## src/rtl/fpu_issue_stage.sv

```systemverilog
// ============================================================================
// Module   : fpu_issue_stage
// Brief    : Operand queue plus one-in-flight issue controller for an FPU.
// Revision : 1.0 - initial release
// ============================================================================
`default_nettype none

module fpu_issue_stage #(
    parameter int DEPTH   = 4,
    parameter int FPU_LAT = 5,
    parameter int TAG_W   = 5
) (
    input  logic                       clk,
    input  logic                       rst,
    input  logic                       in_valid,
    output logic                       in_ready,
    input  logic [31:0]                in_a,
    input  logic [31:0]                in_b,
    input  logic [1:0]                 in_sel,
    input  logic [TAG_W-1:0]           in_tag,
    output logic [31:0]                fpu_a,
    output logic [31:0]                fpu_b,
    output logic [1:0]                 fpu_sel,
    input  logic [31:0]                fpu_out,
    output logic                       out_valid,
    input  logic                       out_ready,
    output logic [31:0]                out_data,
    output logic [TAG_W-1:0]           out_tag,
    output logic [$clog2(DEPTH):0]     count
);

    localparam int c_AW = $clog2(DEPTH);
    localparam int c_CW = c_AW + 1;
    localparam int c_LW = $clog2(FPU_LAT + 1);
    localparam int c_EW = 32 + 32 + 2 + TAG_W;

    typedef enum logic [1:0] {
        S_IDLE   = 2'd0,
        S_WAIT   = 2'd1,
        S_RESULT = 2'd2
    } state_t;

    state_t             r_state;
    logic [c_EW-1:0]    r_mem [DEPTH];
    logic [c_AW-1:0]    r_wr_ptr;
    logic [c_AW-1:0]    r_rd_ptr;
    logic [c_CW-1:0]    r_count;
    logic [c_LW-1:0]    r_lat;
    logic [TAG_W-1:0]   r_tag_inflight;
    logic [31:0]        r_fpu_a;
    logic [31:0]        r_fpu_b;
    logic [1:0]         r_fpu_sel;
    logic               r_out_valid;
    logic [31:0]        r_out_data;
    logic [TAG_W-1:0]   r_out_tag;

    logic               w_push;
    logic               w_issue;
    logic [c_EW-1:0]    w_head;

    assign in_ready = (r_count < c_CW'(DEPTH));
    assign w_push   = in_valid && in_ready;
    // An issue either starts from idle or chains directly off a result accept.
    assign w_issue  = (r_count != '0) &&
                      ((r_state == S_IDLE) || ((r_state == S_RESULT) && out_ready));
    assign w_head   = r_mem[r_rd_ptr];

    assign fpu_a     = r_fpu_a;
    assign fpu_b     = r_fpu_b;
    assign fpu_sel   = r_fpu_sel;
    assign out_valid = r_out_valid;
    assign out_data  = r_out_data;
    assign out_tag   = r_out_tag;
    assign count     = r_count;

    // Storage array carries no reset; validity is tracked by the pointers.
    always_ff @(posedge clk) begin
        if (w_push) begin
            r_mem[r_wr_ptr] <= {in_a, in_b, in_sel, in_tag};
        end
    end

    always_ff @(posedge clk or posedge rst) begin
        if (rst) begin
            r_state        <= S_IDLE;
            r_wr_ptr       <= '0;
            r_rd_ptr       <= '0;
            r_count        <= '0;
            r_lat          <= '0;
            r_tag_inflight <= '0;
            r_fpu_a        <= '0;
            r_fpu_b        <= '0;
            r_fpu_sel      <= '0;
            r_out_valid    <= 1'b0;
            r_out_data     <= '0;
            r_out_tag      <= '0;
        end else begin
            if (w_push) begin
                r_wr_ptr <= r_wr_ptr + 1'b1;
            end
            r_count <= r_count + c_CW'(w_push) - c_CW'(w_issue);

            if (w_issue) begin
                r_rd_ptr       <= r_rd_ptr + 1'b1;
                {r_fpu_a, r_fpu_b, r_fpu_sel, r_tag_inflight} <= w_head;
                r_lat          <= c_LW'(FPU_LAT);
            end

            case (r_state)
                S_IDLE: begin
                    if (w_issue) begin
                        r_state <= S_WAIT;
                    end
                end
                S_WAIT: begin
                    // Sample on the edge that takes the counter to zero.
                    if (r_lat <= c_LW'(1)) begin
                        r_lat       <= '0;
                        r_out_data  <= fpu_out;
                        r_out_tag   <= r_tag_inflight;
                        r_out_valid <= 1'b1;
                        r_state     <= S_RESULT;
                    end else begin
                        r_lat <= r_lat - 1'b1;
                    end
                end
                S_RESULT: begin
                    if (out_ready) begin
                        r_out_valid <= 1'b0;
                        r_state     <= w_issue ? S_WAIT : S_IDLE;
                    end
                end
                default: begin
                    r_state <= S_IDLE;
                end
            endcase
        end
    end

endmodule

`default_nettype wire

```

## config.mk

```make
export PLATFORM = sky130hd
export DESIGN_NAME = fpu_issue_stage
export DESIGN_NICKNAME = d
export VERILOG_FILES = /design/src/rtl/fpu_issue_stage.sv
export SDC_FILE = /design/constraint.sdc
export NUM_CORES = 1
export LEC_CHECK = 0
export BUFFER_PORTS_ARGS = -buffer_cell sky130_fd_sc_hd__buf_2
export CAP_MARGIN = 40
export CORE_ASPECT_RATIO = 0.8
export CORE_MARGIN = 2
export CORE_UTILIZATION = 51
export DETAILED_ROUTE_END_ITERATION = 7
export PLACE_DENSITY = 0.72
export SLEW_MARGIN = 5
export SYNTH_ARGS = -nofsm -noshare
export SYNTH_HDL_FRONTEND = slang
export SYNTH_SLANG_ARGS = --single-unit
```

## constraint.sdc

```tcl
create_clock -name clk -period 12.1 [get_ports clk]
set_input_delay 1.815 -clock clk [delete_from_list [all_inputs] [get_ports clk]]
set_output_delay 1.815 -clock clk [all_outputs]
set_load 0.02 [all_outputs]
```

Yosys cells after proc, flatten, opt, wreduce, memory -nomap -nowiden
Memories as Yosys holds them, arrays and structs flattened. A register that Yosys moved wholly into a read port is not among the register bits.
Cells that the tools add are included.
{ "word_totals": {"mem_bits_rw": 284, "reg_bits": 50, "elab_cells": 45, "inputBits": 107, "memories": 1, "out_inout_bits": 108} }
{ "op_classes": {"eq_ne": 5, "add_sub_neg": 5, "mux": 13, "n_lt_le_gt_ge": 2, "n_reduce_logical": 11} }
{ "mem_list": {"columns": ["memory", "words", "word_bits", "rd", "rd_ports_with_merged_regs", "wr", "line", "text"], "rows": [
  ["r_mem", 4, 71, 1, 1, 1, "44", "logic [c_EW-1:0] r_mem [DEPTH];"]
]} }
{ "ops": {"columns": ["operator", "count"], "rows": [
  ["two-way mux 3 bit", 3],
  ["two-way mux 2 bit", 3],
  ["inequality test 2 bit (second input constant)", 3],
  ["case mux 2 bit (3 select lines)", 1],
  ["AND reduction 3 bit", 2],
  ["two-way mux 1 bit", 5],
  ["adder 2 x 1 -> 2 bit (second input constant)", 2],
  ["nonzero test 2 bit", 2],
  ["adder 3 x 1 -> 3 bit", 1],
  ["<= comparator 3 x 1 -> 1 bit (second input constant)", 1],
  ["logical AND 1 bit", 3],
  ["< comparator 3 bit (second input constant)", 1],
  ["nonzero test 3 bit", 1],
  ["subtractor 3 x 1 -> 3 bit", 1],
  ["subtractor 3 x 1 -> 3 bit (second input constant)", 1],
  ["equality test 2 x 1 -> 1 bit (second input constant)", 1],
  ["equality test 2 bit (second input constant)", 1],
  ["logical NOT 2 bit", 1],
  ["case mux 1 bit (2 select lines)", 1],
  ["AND reduction 2 bit", 1],
  ["logical OR 1 bit", 1]
]} }

Depth between registers and ports, before layout
{ "logic_depth": {"word_depth": 7, "depth_mapped": 10, "depth_no_buf": 8} }

Worst setup path before layout
Ideal clock, no wire load.
{ "synth_path": {"path_kind": "in2reg", "from": "input port in_valid", "to": "memory r_mem[0][0] (netlist name) (enable)", "setup_slack_ps": 7813, "path_stages": 3, "required_time_ps": 11663, "path_buffers": 1, "arrival_time_ps": 3850, "path_cell_list": "nor2b_1 > clkbuf_1 > and2_1"} }
{ "synth_via": {"elab_chain_cells": 3} }
{ "synth_rtl": {"columns": ["item", "line", "text"], "rows": [
  ["start, declared", "15", "input logic in_valid,"],
  ["logical AND 1 bit", "62", "assign w_push = in_valid && in_ready;"],
  ["two-way mux 1 bit", "78", "if (w_push) begin"],
  ["two-way mux 1 bit (not written as such)", "79", "r_mem[r_wr_ptr] <= {in_a, in_b, in_sel, in_tag};"],
  ["end, declared", "44", null]
]} }
Every way passes these cells.

Worst setup path in the final report
{ "layout_path": {"from": "input port in_valid", "to": "memory r_mem[1][17] (netlist name) (enable)"} }
The elaborated chain is that of the path after synthesis.

==> load_flow_metrics.sql <==
INSERT INTO impl_metrics (metric_group, metric, value, unit) VALUES
('critical_path', 'worst-endpoint-arrival', '3.58', 'ns'),
('floorplan', 'chipWidth', '197', 'um'),
('route', 'drt.antenna.violating_nets', '0', ''),
('global_route', 'pin_count_of_the_biggest_net_entering_global_routing', '63', ''),
('logic_synthesis', 'synth.yosys.seq_area_share', '76.3', '%'),
('global_route', 'grt_pass1_vias', '7160', ''),
('place', 'gpl.final_weighted_congestion', '0.682', ''),
('sta', 'report.final.slew_viol_count', '0', ''),
('logic_synthesis', 'netlist-cell-type-count', '36', ''),
('clocking', 'postCtsResizedCells', '0', ''),
('clocking', 'postCtsSetupBuffers', '0', ''),
('sta', 'finalWorstSetupSlack', '8.66', 'ns'),
('global_route', 'grt_antenna_before_repair', '5', ''),
('logic_synthesis', 'post_synth_and_or_nand_nor_area_fraction', '1.03', '%'),
('worst_hold_path', 'min_to', 'out_tag[1]', ''),
('place', 'placement.cell_area', '16700', 'um^2'),
('critical_path', 'r2r_slack', '9.39', 'ns'),
('pwr', 'vdd.ir_drop.worst', '155', 'uV'),
('clocking', 'clockRootBuffer', 'sky130_fd_sc_hd__clkbuf_16', ''),
('logic_synthesis', 'fraction_of_registers_with_async_set_or_reset_after_synthesis', '29.9', '%'),
('logic_synthesis', 'ys.flop_type', 'sky130_fd_sc_hd__edfxtp_1', ''),
('critical_path', 'crit_path_capture_type', 'register', ''),
('critical_path', 'critical_path.max_fanout', '54', ''),
('clocking', 'num_cts_buffers', '38', ''),
('route', 'vias_per_cell', '5.33', ''),
('sta', 'period_share', '28.4', '%'),
('route', 'drc', '0', ''),
('logic_synthesis', 'postSynthCellCount', '665', ''),
('floorplan', 'pin_count', '215', ''),
('critical_path', 'cp-start-kind', 'input pin', ''),
('sta', 'tightest_slew', '0.847', 'ns'),
('logic_synthesis', 'synth_compound_gate_area_share', '0.363', '%'),
('clocking', 'clock_sink_count', '405', ''),
('route', 'routedWlPerCell', '20.8', 'um'),
('place', 'hpwlAfterDp', '16500', 'um'),
('logic_synthesis', 'synthAdderAreaFrac', '0.710', '%'),
('sta', 'finalSetupViolCount', '0', ''),
('route', 'drt-pass1-iter-count', '4', ''),
('route', 'route.vias.total', '7000', ''),
('sta', 'fin_hold_ws', '0.483', 'ns'),
('critical_path', 'worstReg2RegEnd', 'fpu_a[9]', ''),
('logic_synthesis', 'synthXorXnorAreaFrac', '0.289', '%'),
('critical_path', 'rr_startpoint', 'r_rd_ptr[0]', ''),
('sta', 'max_freq', '291', 'MHz'),
('clocking', 'clk_latency', '0.52', 'ns'),
('logic_synthesis', 'synth-edff-count', '284', ''),
('sta', 'worst_slew_margin_rel', '43.5', '%'),
('place', 'place_worst_setup_slack', '8.13', 'ns'),
('sta', 'final_hold_vios', '0', ''),
('logic_synthesis', 'flops_latches_synth', '405', ''),
('clocking', 'htree_levels', '2', ''),
('pwr', 'p_leak', '0.00675', 'uW'),
('floorplan', 'floorplan.initialDensity', '51.7', '%'),
('pwr', 'power.total', '4730', 'uW'),
('global_route', 'grt_usage', '17.7', '%'),
('pwr', 'power_density', '264', 'nW/um^2'),
('cells_and_area', 'layout-area-overhead-vs-synth', '18.1', '%'),
('floorplan', 'fp.dieH', '158', 'um'),
('sta', 'finClkSkew', '0.00805', 'ns'),
('global_route', 'grt_first_pass_wirelength', '41300', 'um'),
('critical_path', 'worst-r2r-cell-count', '3', ''),
('sta', 'finalWorstPathRequiredPeriod', '3.44', 'ns'),
('worst_hold_path', 'min_from', 'out_tag[1]', ''),
('floorplan', 'rows', '56', ''),
('outcome', 'outcome', 'completed', ''),
('logic_synthesis', 'synthesis.area', '15100', 'um^2'),
('logic_synthesis', 'synth.avg_cell_area', '22.8', 'um^2'),
('cells_and_area', 'final_net_count', '1018', ''),
('sta', 'grt_setup_unrepaired', 'no', ''),
('flow_run', 'maxCapViolCount', '0', ''),
('floorplan', 'area_of_the_placeable_core', '29300', 'um^2');
-- cell type report --
cell class	count	area, um^2
Antenna cell	4	10.0
Clock buffer	58	1110
Clock inverter	12	104
Fill cell	2108	11400
Inverter	11	46.3
Multi-Input combinational cell	220	3340
Sequential cell	405	11600
Tap cell	377	472
Timing Repair Buffer	227	1250
-- registers in the layout, summed over array words and instances (netlist names), 3 cells and up --
signal,flops
fpu_a,32
out_tag,5
r_mem,284
r_tag_inflight,5
count,3
fpu_b,32
out_data,32
r_lat,3
-- cell usage after synthesis (2+ instances only) --
library cell	number	share of area, %
sky130_fd_sc_hd__o21ai_0	2	0.066
sky130_fd_sc_hd__ha_1	7	0.58
sky130_fd_sc_hd__clkbuf_1	8	0.20
sky130_fd_sc_hd__mux2_2	68	5.1
sky130_fd_sc_hd__inv_1	11	0.27
sky130_fd_sc_hd__mux2_4	37	3.7
sky130_fd_sc_hd__buf_2	4	0.13
sky130_fd_sc_hd__xnor2_1	3	0.17
sky130_fd_sc_hd__nand2_1	3	0.074
sky130_fd_sc_hd__xor2_1	2	0.12
sky130_fd_sc_hd__nor2b_1	2	0.083
sky130_fd_sc_hd__dfrtp_1	121	20
sky130_fd_sc_hd__mux4_2	68	10
sky130_fd_sc_hd__nand2b_1	2	0.083
sky130_fd_sc_hd__mux4_1	3	0.52
sky130_fd_sc_hd__edfxtp_1	284	56
sky130_fd_sc_hd__buf_4	5	0.25
sky130_fd_sc_hd__buf_6	12	0.89
sky130_fd_sc_hd__and2_1	4	0.17
sky130_fd_sc_hd__mux2_1	3	0.22
-- layout by cell type, fill, tap and decap left out, types with 2 or more instances in the layout --
master | Yosys | final
sky130_fd_sc_hd__buf_16 | 0 | 4
sky130_fd_sc_hd__buf_2 | 4 | 214
sky130_fd_sc_hd__clkinv_1 | 0 | 5
sky130_fd_sc_hd__clkbuf_16 | 0 | 41
sky130_fd_sc_hd__mux2_4 | 37 | 37
sky130_fd_sc_hd__bufinv_16 | 0 | 2
sky130_fd_sc_hd__dfrtp_1 | 121 | 119
sky130_fd_sc_hd__xnor2_1 | 3 | 3
sky130_fd_sc_hd__mux2_1 | 3 | 3
sky130_fd_sc_hd__buf_4 | 5 | 9
sky130_fd_sc_hd__clkbuf_1 | 8 | 15
sky130_fd_sc_hd__edfxtp_1 | 284 | 284
sky130_fd_sc_hd__nor2b_1 | 2 | 2
sky130_fd_sc_hd__clkinv_2 | 0 | 5
sky130_fd_sc_hd__nand2_1 | 3 | 3
sky130_fd_sc_hd__and2_4 | 0 | 4
sky130_fd_sc_hd__diode_2 | 0 | 4
sky130_fd_sc_hd__xor2_1 | 2 | 2
sky130_fd_sc_hd__nand2b_1 | 2 | 2
sky130_fd_sc_hd__inv_1 | 11 | 10
sky130_fd_sc_hd__o21ai_0 | 2 | 2
sky130_fd_sc_hd__mux4_1 | 3 | 3
sky130_fd_sc_hd__mux2_2 | 68 | 68
sky130_fd_sc_hd__mux4_2 | 68 | 68
sky130_fd_sc_hd__dfrtp_4 | 0 | 2
sky130_fd_sc_hd__ha_1 | 7 | 7
sky130_fd_sc_hd__clkbuf_8 | 0 | 2
-- cells by family after synthesis --
family,after synthesis
simple gates,20
flops,405
xor+xnor,5
mux,179
buf+inv,40
fa+ha+maj,8
compound gates,8
-- critical path, stage by stage --
cell and delay (ns):
sky130_fd_sc_hd__buf_2 0.07, sky130_fd_sc_hd__nor2b_1 0.48, sky130_fd_sc_hd__and2_4 0.43, sky130_fd_sc_hd__buf_4 0.71
-- power breakdown --
group,internal (uW),leakage (uW),switching (uW)
Clock,676,0.000593,471
Sequential,1850,0.00399,217
Combinational,767,0.00216,744
Total,3300,0.00675,1430
-- routing by layer --
layer | share of wire (%) | track usage [%]
met5 | 0.099 | 0
met1 | 45 | 25.0
met4 | 1.4 | 4.33
met2 | 47 | 28.3
met3 | 6.1 | 4.37
-- per-stage QoR --
stage / cells / utilization [%]
finish: 1314 / 61.1
global route: 1310 / 61.1
CTS: 1310 / 61.1
detailed placement: 1240 / 56.9
global placement: 1236 / 56.5
floorplan: 665 / -
-- worst max path at each step --
stage	end	slack, ns	startpoint	cells past startpoint
after floorplan	count[0]	7.07	rst	1
after global placement	fpu_b[20]	8.13	out_ready	6
after detailed placement	r_mem[1][21]	8.13	in_valid	4
after CTS	r_mem[1][25]	8.67	in_valid	4
after global routing	r_mem[3][30]	8.49	in_valid	4
final	r_mem[1][17]	8.66	in_valid	4
No activity file was read; power rests on OpenSTA's default activity.
